<file path="config.mk">
export PLATFORM = sky130hd
export DESIGN_NAME = ppm_final_adder
export DESIGN_NICKNAME = d
export VERILOG_FILES = /design/src/rtl/ppm_final_adder.sv
export SDC_FILE = /design/constraint.sdc
export NUM_CORES = 1
export LEC_CHECK = 0
export ABC_AREA = 1
export ABC_CLOCK_PERIOD_IN_PS = 1600
export CAP_MARGIN = 15
export CORE_ASPECT_RATIO = 1.5
export CORE_MARGIN = 2
export CORE_UTILIZATION = 60
export CTS_CLUSTER_DIAMETER = 200
export DETAILED_ROUTE_END_ITERATION = 6
export DONT_BUFFER_PORTS = 1
export GPL_TIMING_DRIVEN = 0
export PLACE_DENSITY = 0.75
export SYNTH_ARGS = -nofsm -noshare
export SYNTH_HDL_FRONTEND = slang
export SYNTH_SLANG_ARGS = --single-unit
</file>
<file path="constraint.sdc">
create_clock -name clk -period 1.6 [get_ports clk]
set_input_delay 0.32 -clock clk [delete_from_list [all_inputs] [get_ports clk]]
set_output_delay 0.32 -clock clk [all_outputs]
set_load 0.05 [all_outputs]
</file>
<file path="src/rtl/ppm_final_adder.sv">
// Two-stage carry-propagate adder that resolves the PPM redundant pair into a W-bit product.
// Optional output-transfer counter enabled by defining PPM_FA_STATS_EN.
module ppm_final_adder #(
    parameter int unsigned N     = 4,
    parameter int unsigned M     = 4,
    parameter int unsigned SPLIT = (N + M) / 2
) (
    input  logic             clk,
    input  logic             rst_n,
    input  logic             in_valid,
    output logic             in_ready,
    input  logic [N+M-1:0]   in_op1,
    input  logic [N+M-1:0]   in_op2,
    output logic             out_valid,
    input  logic             out_ready,
    output logic [N+M-1:0]   out_sum
`ifdef PPM_FA_STATS_EN
    ,
    output logic [15:0]      res_count
`endif
);

    localparam int unsigned W  = N + M;
    localparam int unsigned HW = W - SPLIT;

    if (SPLIT < 1 || SPLIT > W - 1) begin : g_bad_split
        $fatal(1, "ppm_final_adder: SPLIT=%0d outside 1..%0d", SPLIT, W - 1);
    end

    // Handshake / advance control
    logic s1_valid_q, s1_valid_d;
    logic s2_valid_q, s2_valid_d;
    logic s1_en, s2_en;

    always_comb begin
        s2_en      = !s2_valid_q || out_ready;
        s1_en      = !s1_valid_q || s2_en;
        s1_valid_d = s1_en ? (in_valid && s1_en) : s1_valid_q;
        s2_valid_d = s2_en ? s1_valid_q : s2_valid_q;
    end

    assign in_ready  = s1_en;
    assign out_valid = s2_valid_q;

    // Stage 1: low chunk sum with carry, upper slices held for stage 2
    logic [SPLIT-1:0] lo_q, lo_d;
    logic             c_q, c_d;
    logic [HW-1:0]    hi1_q, hi1_d;
    logic [HW-1:0]    hi2_q, hi2_d;
    logic [SPLIT:0]   lo_full;

    always_comb begin
        lo_full = {1'b0, in_op1[SPLIT-1:0]} + {1'b0, in_op2[SPLIT-1:0]};
        lo_d    = lo_q;
        c_d     = c_q;
        hi1_d   = hi1_q;
        hi2_d   = hi2_q;
        // Data registers load whenever the stage advances; s1_valid gates use.
        if (s1_en) begin
            lo_d  = lo_full[SPLIT-1:0];
            c_d   = lo_full[SPLIT];
            hi1_d = in_op1[W-1:SPLIT];
            hi2_d = in_op2[W-1:SPLIT];
        end
    end

    // Stage 2: upper chunk absorbs the stage-1 carry; carry-out above W is dropped
    logic [W-1:0]  sum_q, sum_d;
    logic [HW-1:0] hi_sum;

    always_comb begin
        hi_sum = hi1_q + hi2_q + HW'(c_q);
        sum_d  = s2_en ? {hi_sum, lo_q} : sum_q;
    end

    assign out_sum = sum_q;

    always_ff @(posedge clk or negedge rst_n) begin
        if (!rst_n) begin
            s1_valid_q <= 1'b0;
            s2_valid_q <= 1'b0;
            lo_q       <= '0;
            c_q        <= 1'b0;
            hi1_q      <= '0;
            hi2_q      <= '0;
            sum_q      <= '0;
        end else begin
            s1_valid_q <= s1_valid_d;
            s2_valid_q <= s2_valid_d;
            lo_q       <= lo_d;
            c_q        <= c_d;
            hi1_q      <= hi1_d;
            hi2_q      <= hi2_d;
            sum_q      <= sum_d;
        end
    end

`ifdef PPM_FA_STATS_EN
    logic [15:0] cnt_q, cnt_d;

    always_comb begin
        cnt_d = cnt_q;
        if (s2_valid_q && out_ready) begin
            cnt_d = cnt_q + 16'd1;
        end
    end

    always_ff @(posedge clk or negedge rst_n) begin
        if (!rst_n) begin
            cnt_q <= '0;
        end else begin
            cnt_q <= cnt_d;
        end
    end

    assign res_count = cnt_q;
`endif

    // A stalled result must not change under backpressure.
    a_hold_stable: assert property (@(posedge clk) disable iff (!rst_n)
        (out_valid && !out_ready) |=> (out_valid && $stable(out_sum)));

    a_ready_when_free: assert property (@(posedge clk) disable iff (!rst_n)
        (!s1_valid_q || !s2_valid_q) |-> in_ready);

endmodule
</file>
## Yosys cells after proc, flatten, opt, wreduce, memory -nomap -nowiden

Index checks and enable logic that the tools add are counted.

| word-level totals | value |
|---|---|
| register bits | 23 |
| input bits | 20 |
| output and inout port bits | 10 |

| operators by class | value |
|---|---|
| reduce and logical (&&, ||, !) cells | 5 |
| $add $sub $neg | 3 |

Operators by type and width:

| cell | count |
|---|---|
| adder 4 x 4 -> 5 bit | 1 |
| adder 4 x 1 -> 4 bit | 1 |
| adder 4 bit | 1 |
| zero test 1 bit | 2 |
| logical OR 1 bit | 2 |
| logical AND 1 bit | 1 |

## Depth between registers and ports, before layout

Gate-level depths: netlist (run 1).

| depth | value |
|---|---|
| depth in word-level cells | 4 |
| gate-level depth with buffers | 8 |
| gate-level depth less buffers | 8 |

## Least setup slack after synthesis (run 1)

Ideal clock, no wire load.

| path | value |
|---|---|
| path kind | reg2out |
| start point | register s2_valid_q (netlist: out_valid) |
| end point | output in_ready |
| slack | 0.131 ns |
| stages on the path, launching flop included | 5 |
| buffers on the path | 1 |
| arrival | 1.149 ns |
| path through | dfrtp_1 inv_1 nor2_4 nand2_2 buf_6 |

| on the way | value |
|---|---|
| longest elaborated chain between the ends | 3 |

Ends and longest elaborated chain:

| element | line | source |
|---|---|---|
| start: declaration | 32 | `logic s2_valid_q, s2_valid_d;` |
| start signal: assignment | 89 | `s2_valid_q <= s2_valid_d;` |
| zero test 1 bit | 36 | `s2_en = !s2_valid_q \|\| out_ready;` |
| logical OR 1 bit | 36 |  |
| logical OR 1 bit | 37 | `s1_en = !s1_valid_q \|\| s2_en;` |
| end: declaration | 11 | `output logic in_ready,` |

Every way passes these cells.

## Worst setup path in the final report (run 1)

Same ends and word-level chain as after synthesis.

==> results.cfg, run 1 <==
[clock_tree]
clk_pin_slew_worst_paths_ns = 0.12
ctsHtreeMaxLevel = 1
numCtsBuffers = 3
insertion_delay_ns = 0.31
cts_root_buffer = clkbuf_4
cts_tree = done
cts_sinks = 23
cts.path.max_buffers = 2

[power]
p_per_area_nw_per_um2 = 1160
peakVddDrop_v = 0.000780
p_leak_uw = 0.000694

[logic_synthesis]
ys_types = 18
synth_area_leaders = dfrtp_1 (49%), nand2_1 (14%), ha_1 (6.4%), o21ai_2 (5.2%), fa_1 (5.1%)
synth_nets = 155
seq_area_frac_synth_pct = 49.2
syn_avg_cell_area_um2 = 9.28
synth_area_um2 = 1170
yosysTopAreaCell = dfrtp_1
ys_ff_latch = 23
synth_top_area_share_pct = 49.2
yosys_warnings = 0
syn_inst = 126

[detailed_routing]
first_pass_iters = 2
ant_nets = 0
wire_per_inst_um = 13.2
wl_um = 2040
via_per_inst = 5.30
vias = 822
dr.first_iter.drc_count = 13
drcViolationCount = 0

[timing]
hold_violations = 0
finClkSkew_ns = 0.00843
period_share_pct = 99.9
tightest_slew_ns = 1.02
rsz0062_at_grt = true
fin_crit_ns = 1.60
slew_violations = 0
setup_ws_ns = 0.00153
setup_viol = 0
relSlewSlack_pct = 32.1
fmax_mhz = 626

[worst_hold_path]
hp-start = in_valid
min_to = s1_valid_q
worst_hold_path_type = primary input to register
min_path_cells = 1

[placement]
gp_congestion = 0.711
io_buffers = 0
dp_slack_ns = 0.0408
place_hpwl_um = 1490

[layout]
multi_input_area_um2 = 510
antenna_cells = 0
syn2layout_area_growth_pct = 11.0
final_cell_mix = nand2_1 (44), dfrtp_1 (22), inv_1 (14)
regArea_um2 = 577
drive_gt1_share_pct = 21.6
mostFrequentLayoutCell = nand2_1
fill_cells = 128
final_util_pct = 71.0
final_nets = 164

[global_routing]
antenna_found_initial = 0
grt_max_degree = 24
gr-usage-all-layers_pct = 21.4
first_global_vias = 829
grt-ovfl-total = 0
grt_first_pass_wirelength_um = 3410

[die]
rows = 19
core_um2 = 1830
start_util_pct = 63.9
die-area_um2 = 2330
fp.dieW_um = 40.1
dieHeight_um = 58.1
ios = 30

[job]
cap_violations = 0

[critical_path]
required_ns = 1.28
critical_path_class = register to output pin
cp-start-kind = register
cp-end-kind = output pin
arrival_ns = 1.28
cp_max_fo = 5
worstReg2RegEnd = out_sum[5]
rr_worst_depth = 6
r2r_start = c_q
rrSetupSlack_ns = 0.12

[run_status]
status = finished clean
==> worst max-delay path by stage <==
stage	from	end	slack (ns)	cells after the start
6_report	out_valid	in_ready	0.002	4
5_1_grt	out_valid	in_ready	-0.06	4
4_1_cts	out_valid	in_ready	-0.03	4
3_5_place_dp	out_valid	in_ready	0.04	4
3_3_place_gp	out_valid	in_ready	0.07	4
2_1_floorplan	out_valid	in_ready	0.13	4
==> cell type report <==
class,count,share of cell area (%)
inverter,17,4.91
sequential,23,44.4
timing repair buffer,4,4.43
clock buffer,3,1.73
tap,21,2.02
clock inverter,1,0.385
buffer,3,2.79
multi-input combinational,83,39.3
==> where the power goes <==
group | leakage (µW) | internal [µW] | switching, µW
Combinational | 0.000405 | 136 | 176
Sequential | 0.000272 | 675 | 255
Clock | 0.0000177 | 93.4 | 175
Total | 0.000694 | 904 | 606
==> synth_stat cells <==
cell type and count:
inv_2 1, nand2_2 2, nand3_2 2, or2_1 1, nand2_1 44, a21oi_1 3, buf_6 2, ha_1 6
o21ai_2 7, nand3_1 6, nor2_4 1, xnor2_1 1, or2_2 2, inv_1 16, fa_1 3, buf_2 1
dfrtp_1 23, o21ai_0 5
==> registers in the layout, indices dropped and copies added, names as in the netlist <==
| signal | flops |
|---|---|
| hi2_q | 4 |
| out_sum | 8 |
| lo_q | 4 |
| hi1_q | 4 |
| c_q | 1 |
| s1_valid_q | 1 |
| out_valid | 1 |
==> logic make-up (layout without fill, tap and decap cells) <==
group | after synthesis | after routing | synth area share, %
buffers and inverters | 20 | 28 | 7.81
adders and majority gates | 9 | 9 | 11.6
AOI/OAI and AO/OA | 15 | 15 | 8.66
xor gates and xnor gates | 1 | 1 | 0.749
and+or+nand+nor | 58 | 58 | 22.0
DFF | 23 | 23 | 49.2
==> per-stage QoR <==
stage / setup TNS (ns) / hold slack (ns) / std cells / cell area, µm² / power (µW)
after global routing: -0.0601 / 0.104 / 155 / 1300 / 1600
after CTS: -0.0330 / 0.107 / 155 / 1300 / 1520
after global placement: 0 / 0.0249 / 147 / 1200 / 1200
after floorplan: 0 / 0.0244 / 126 / 1170 / 1150
after detailed placement: 0 / 0.0249 / 147 / 1200 / 1210
final: 0 / 0.109 / 155 / 1300 / 1510
==> worst max-delay path, stage by stage (launching register included) <==
cell and delay [ns]:
dfrtp_2 0.55, inv_2 0.08, nor2_4 0.12, nand2_4 0.07, buf_12 0.15
==> layer usage <==
metal	GRT usage [%]	share of wire [%]	vias up	wire length (µm)
li1	-	-	406	-
met4	11.8	2.4	0	48
met5	0	0	-	0
met2	35.0	52	26	1070
met3	3.45	4.4	4	90
met1	25.1	41	386	831
==> what timing repair did <==
action,in CTS,in global routing
endpoints found under the hold margin,23,0
pin swaps,1,1
gates cloned,1,0
gates resized for setup,5,2
setup endpoints to repair,1,2
buffers inserted,2,0
hold buffers,1,0
No activity file was read; power rests on OpenSTA's default activity.
==> inputs of run 2 (changes only) <==
Settings changed: RECOVER_POWER from default to 100.
==> results.cfg, run 2 (synthesis gave the netlist of run 1 again) <==
[run_status]
failed_checks = setup timing
status = finished, violations left

[global_routing]
antenna_found_initial = 0
grt-ovfl-total = 0
grt_first_pass_wirelength_um = 3410
first_global_vias = 829
grt_max_degree = 24
gr-usage-all-layers_pct = 21.4

[timing]
period_share_pct = 100
finClkSkew_ns = 0.00388
setup_ws_ns = -0.00253
whs_ns = 0.107
tns_ns = -0.00253
tightest_slew_ns = 1.04
relSlewSlack_pct = 30.6
fin_crit_ns = 1.60
fmax_mhz = 624
rsz0062_at_grt = true
slew_violations = 0
setup_viol = 1
hold_violations = 0

[detailed_routing]
vias = 818
wl_um = 2030
ant_nets = 0
dr.first_iter.drc_count = 12
via_per_inst = 5.28
drcViolationCount = 0
first_pass_iters = 4
wire_per_inst_um = 13.1

[layout]
final_nets = 164
drive_gt1_share_pct = 14.2
largest_reg_flops = 8
mostFrequentLayoutCell = nand2_1
instances_no_fill = 155
final_cell_mix = nand2_1 (45), dfrtp_1 (22), inv_1 (15)
antenna_cells = 0
syn2layout_area_growth_pct = 6.52
fill_cells = 138

[power]
p_per_area_nw_per_um2 = 1190
p_leak_uw = 0.000670
finalPower_uw = 1480
peakVddDrop_v = 0.000768

[critical_path]
rr_worst_depth = 6
cp-endpoint = in_ready
r2r_start = out_valid
cp-start-kind = register
worst-path-stages = 4
worstReg2RegEnd = hi1_q[0]
rrSetupSlack_ns = 0.05
critPathMaxStageDelay_ns = 0.55
cp_max_fo = 5
critical_path_class = register to output pin
crit_family = flip-flops
path_cells = inv_2 > nor2_4 > nand2_4 > buf_12
cp-end-kind = output pin
crit_slowest_cell = dfrtp_2
crit_buf_inv = 2
crit_path_start = out_valid
required_ns = 1.28
arrival_ns = 1.28

[worst_hold_path]
min_path_cells = 1
worst_hold_path_type = primary input to register

[clock_tree]
cts.path.max_buffers = 2
insertion_delay_ns = 0.31
cts_root_buffer = clkbuf_4
ctsHtreeMaxLevel = 1
clk_pin_slew_worst_paths_ns = 0.12
cts_tree = done
cts_sinks = 23
numCtsBuffers = 3

[placement]
io_buffers = 0
placed_cells = 147
place_hpwl_um = 1490
gp_congestion = 0.711

[die]
core_um2 = 1830
dieHeight_um = 58.1
fp.dieW_um = 40.1
rows = 19
ios = 30
die-area_um2 = 2330
start_util_pct = 63.9

[job]
cap_violations = 0
-- run 2: how the worst min path moves through the flow --
stage,from,endpoint
6_report,in_valid,s1_valid_q
5_1_grt,in_valid,s1_valid_q
4_1_cts,in_valid,s1_valid_q
3_5_place_dp,rst_n,out_sum[0]
3_3_place_gp,rst_n,out_sum[0]
2_1_floorplan,rst_n,c_q
-- run 2: layer usage --
layer	part of all wire [%]	GRT usage, %
met1	41	25.1
met2	52	35.0
met3	5.0	3.45
met4	2.4	11.8
met5	0	0
-- run 2: metrics by stage --
stage               util (%)  area, µm²  setup slack, ns
floorplan                  -       1170            0.131
global placement        65.3       1200           0.0659
detailed placement      65.3       1200           0.0408
CTS                     70.8       1300          -0.0330
global route            68.1       1250          -0.0601
finish                  68.1       1250         -0.00253
-- run 2: layout make-up --
class / instances / area [µm²] / area share [%]
Buffer: 3 / 28.8 / 2.31
Clock buffer: 3 / 22.5 / 1.81
Sequential cell: 23 / 577 / 46.3
Inverter: 17 / 63.8 / 5.12
Multi-Input combinational cell: 83 / 485 / 39.0
Tap cell: 21 / 26.3 / 2.11
Timing Repair Buffer: 4 / 37.5 / 3.01
Clock inverter: 1 / 5.00 / 0.402
-- run 2: where the power goes --
group          internal, µW  switching [µW]  leakage [µW]
Sequential              675             255      0.000272
Combinational           115             166      0.000380
Clock                  93.4             174     0.0000177
Total                   884             594      0.000670
-- run 2: what timing repair did --
item                                    4_1_cts  5_1_grt
cloned                                        1        0
hold buffers                                  1        0
setup buffers                                 2        0
endpoints found under the setup margin        1        2
pin swaps                                     1        1
gates resized for setup                       5        2
hold endpoints to repair                     23        0
